**config.mk**
```make
export PLATFORM = sky130hd
export DESIGN_NAME = sat_counter
export DESIGN_NICKNAME = d
export VERILOG_FILES = /design/src/rtl/and16_vector_checker_sat_counter.sv
export SDC_FILE = /design/constraint.sdc
export NUM_CORES = 1
export LEC_CHECK = 0
export CORE_MARGIN = 2
export CORE_UTILIZATION = 45
export CTS_BUF_LIST = sky130_fd_sc_hd__clkbuf_8
export DETAILED_ROUTE_END_ITERATION = 12
export HOLD_SLACK_MARGIN = 0.06
export PLACE_DENSITY_LB_ADDON = 0.25
export SYNTH_ARGS = -nofsm -noshare
export SYNTH_HDL_FRONTEND = slang
export SYNTH_SLANG_ARGS = --single-unit
```
**constraint.sdc**
```tcl
create_clock -name clk -period 4 [get_ports clk]
set_input_delay 0.8 -clock clk [delete_from_list [all_inputs] [get_ports clk]]
set_output_delay 0.8 -clock clk [all_outputs]
set_load 0.05 [all_outputs]
```
**src/rtl/and16_vector_checker_sat_counter.sv**
```systemverilog
// sat_counter: up-counter with synchronous clear that sticks at all-ones.
module sat_counter #(
    parameter int WIDTH = 16
) (
    input  logic             clk,
    input  logic             rst_n,
    input  logic             clr,
    input  logic             en,
    output logic [WIDTH-1:0] count
);

    always_ff @(posedge clk or negedge rst_n) begin
        if (!rst_n) count <= '0;
        else if (clr) count <= '0;
        else if (en && !(&count)) count <= count + WIDTH'(1);
    end

endmodule

```
==> metrics.csv <==
stage,metric,value,unit
yosys,synth_top_area_frac,0.435,
global_route,antenna_found_initial,0,
clocking,clkTransAtPathRegs,0.06,ns
yosys,synth_most_common_cell,dfrtp_1,
clocking,h-tree-depth,1,
global_route,gr-usage-met3,0.0460,
yosys,synth.distinct_cells,36,
clocking,cts_root_buffer,clkbuf_8,
placement,gp_congestion,0.852,
global_route,grt_pass1_wl,3220,µm
placement,hpwl,1430,µm
layout,nNetsFinal,122,
global_route,top_usage_layer,met2,
timing,setup-tns-final,0,ns
critical_path,rr_worst_depth,4,
timing,slew_violations,0,
layout,largest_reg_flops,16,
min_path,whs_path_depth,2,
global_route,use_met1,0.225,
timing,post-route-period-util,0.589,
min_path,worstHoldStart,count[15],
clocking,clk_latency,0.25,ns
clocking,ctsResizeCount,0,
min_path,hp-class,flip-flop to flip-flop,
yosys,synthFlopType,dfrtp_1,
global_route,grt_max_degree,20,
drt,remaining_drc_errors,0,
floorplanning,die_y,49.2,µm
drt,drtAntennaViolNets,0,
critical_path,critPathMaxStageDelay,0.85,ns
yosys,syn_area_per_cell,9.68,µm²
clocking,cts_tree,done,
yosys,synth_area,920,µm²
yosys,seq_area_frac_synth,0.435,
timing,rsz0062_at_grt,false,
timing,fin_crit,2.36,ns
layout,syn_to_final_growth,28.0,%
power,power,314,µW
placement,io_buffers,19,
critical_path,worstPathCellList,clkdlybuf4s50_1,
yosys,synth_seq_cells,16,
yosys,async_flop_share,1.00,
min_path,min_to,count[15],
yosys,syn-num-nets,100,
global_route,grt_overflow_total,0,
critical_path,worst_path_max_delay_cell,clkdlybuf4s50_1,
clocking,cts_hold_buf,0,
critical_path,worst_path_dominant_cell_family,buffers and inverters,
timing,max_freq,424,MHz
drt,wire_per_inst,13.8,µm
critical_path,regToRegEndpoint,count[0],
drt,drtIter0Drc,17,
layout,top_regs,count x16,
yosys,synth_cells,95,
drt,dr.pass1.iters,4,
critical_path,critPathRequiredTime,3.20,ns
critical_path,end_kind,primary output,
critical_path,critPathKind,flip-flop to primary output,
critical_path,arrival,1.56,ns
timing,tightest_slew,0.727,ns
critical_path,rr_startpoint,count[12],
drt,vias,808,
timing,hold_viol,0,
floorplanning,die_area,2420,µm²
critical_path,path_max_fanout,7,
status,outcome,finished clean,
floorplanning,rows,16,
yosys,synth_edf_count,0,
yosys,synthTopCellsByArea,"dfrtp_1 44%, a21oi_1 4.4%, nor2_1 3.3%",
floorplanning,fp.coreArea,1940,µm²
layout,top_register,count,
timing,setup_viol,0,
global_route,grt_pass1_vias,731,
global_route,grtUsageTotal,0.172,
floorplanning,initial_core_util,0.474,
clocking,numCtsBuffers,3,
layout,fin_area,1180,µm²
floorplanning,top_level_ports,20,
timing,fin_worst_skew,0.00426,ns
yosys,synthTopCellsByCount,"16 x dfrtp_1, 8 x a21oi_1, 8 x nor2_1",
critical_path,startpoint_type,flip-flop,
power,p_leak,0.460,nW
critical_path,r2r_slack,2.31,ns
flow_run,cap_violations,0,
layout,drive_above_1_share,0.113,
timing,slew_headroom,0.514,
layout,antennaDiodeCount,0,
floorplanning,die_w,49.2,µm
yosys,yosys_warnings,0,
drt,drt-vias-per-instance,5.69,
clocking,cts_setup_buffers,0,
clocking,cts.sinks,16,
power,ir_drop,0.000204,V
global_route,met2_usage,0.264,
placement,placed_area,1140,µm²
yosys,yosysTopAreaCell,dfrtp_1,
drt,routed_wl,1950,µm
clocking,ctsLongestPathBuffers,2,
power,power_density,266,nW/µm²
critical_path,path_buf_inv,1,
timing,hold_slack,0.576,ns
## worst max path at each step
stage / slack, ns / to / from / depth (start not counted)
3_3_place_gp: 1.62 / count[15] / en / 5
4_1_cts: 1.62 / count[8] / count[8] / 1
3_5_place_dp: 1.57 / count[15] / en / 5
6_report: 1.64 / count[8] / count[8] / 1
2_1_floorplan: 2.14 / count[0] / count[12] / 4
5_1_grt: 1.58 / count[8] / count[8] / 1
## kinds of logic (layout without fill, tap and decap cells)
kind of cell / count (synthesis) / count (layout) / share of synthesized area
AOI/OAI and AO/OA: 22 / 22 / 0.155
DFF: 16 / 16 / 0.435
xor gates and xnor gates: 1 / 1 / 0.00953
buffers and inverters: 4 / 24 / 0.0163
adders and majority gates: 1 / 1 / 0.0136
and+or+nand+nor: 47 / 47 / 0.320
muxes: 4 / 4 / 0.0503
## metrics by stage
step                utilization  cells  setup slack (ns)
global route              0.606    142              1.58
detailed placement        0.585    139              1.57
global placement          0.585    139              1.62
finish                    0.606    142              1.64
floorplan                     -     95              2.14
CTS                       0.606    142              1.62
## cell usage in the layout (no fill, tap or decap), types with 4 or more instances in the layout
cell	synthesis	layout
o21ai_0	4	4
or3_1	4	4
nand2_1	7	7
dfrtp_1	16	16
nand3_1	4	4
nor2_1	8	8
a21oi_1	8	8
clkdlybuf4s50_1	0	19
## cell type report
| cell class | instances | area [µm²] |
|---|---|---|
| clock buffer | 3 | 41.3 |
| fill | 180 | 764 |
| inverter | 2 | 7.51 |
| multi-input combinational | 75 | 504 |
| sequential | 16 | 400 |
| tap | 27 | 33.8 |
| timing repair buffer | 19 | 190 |
## routing by layer
layer	wire, µm	up-vias
li1	-	393
met1	888	380
met3	127	4
met4	32	0
met5	0	-
met2	905	31
## report_power, final
group	leakage, nW	total [mW]	internal, mW	switching [mW]
sequential	0.222	0.166	0.164	0.00252
clock	0.0216	0.120	0.0667	0.0530
combinational	0.217	0.0275	0.0105	0.0171
No activity file was read; power rests on OpenSTA's default activity.
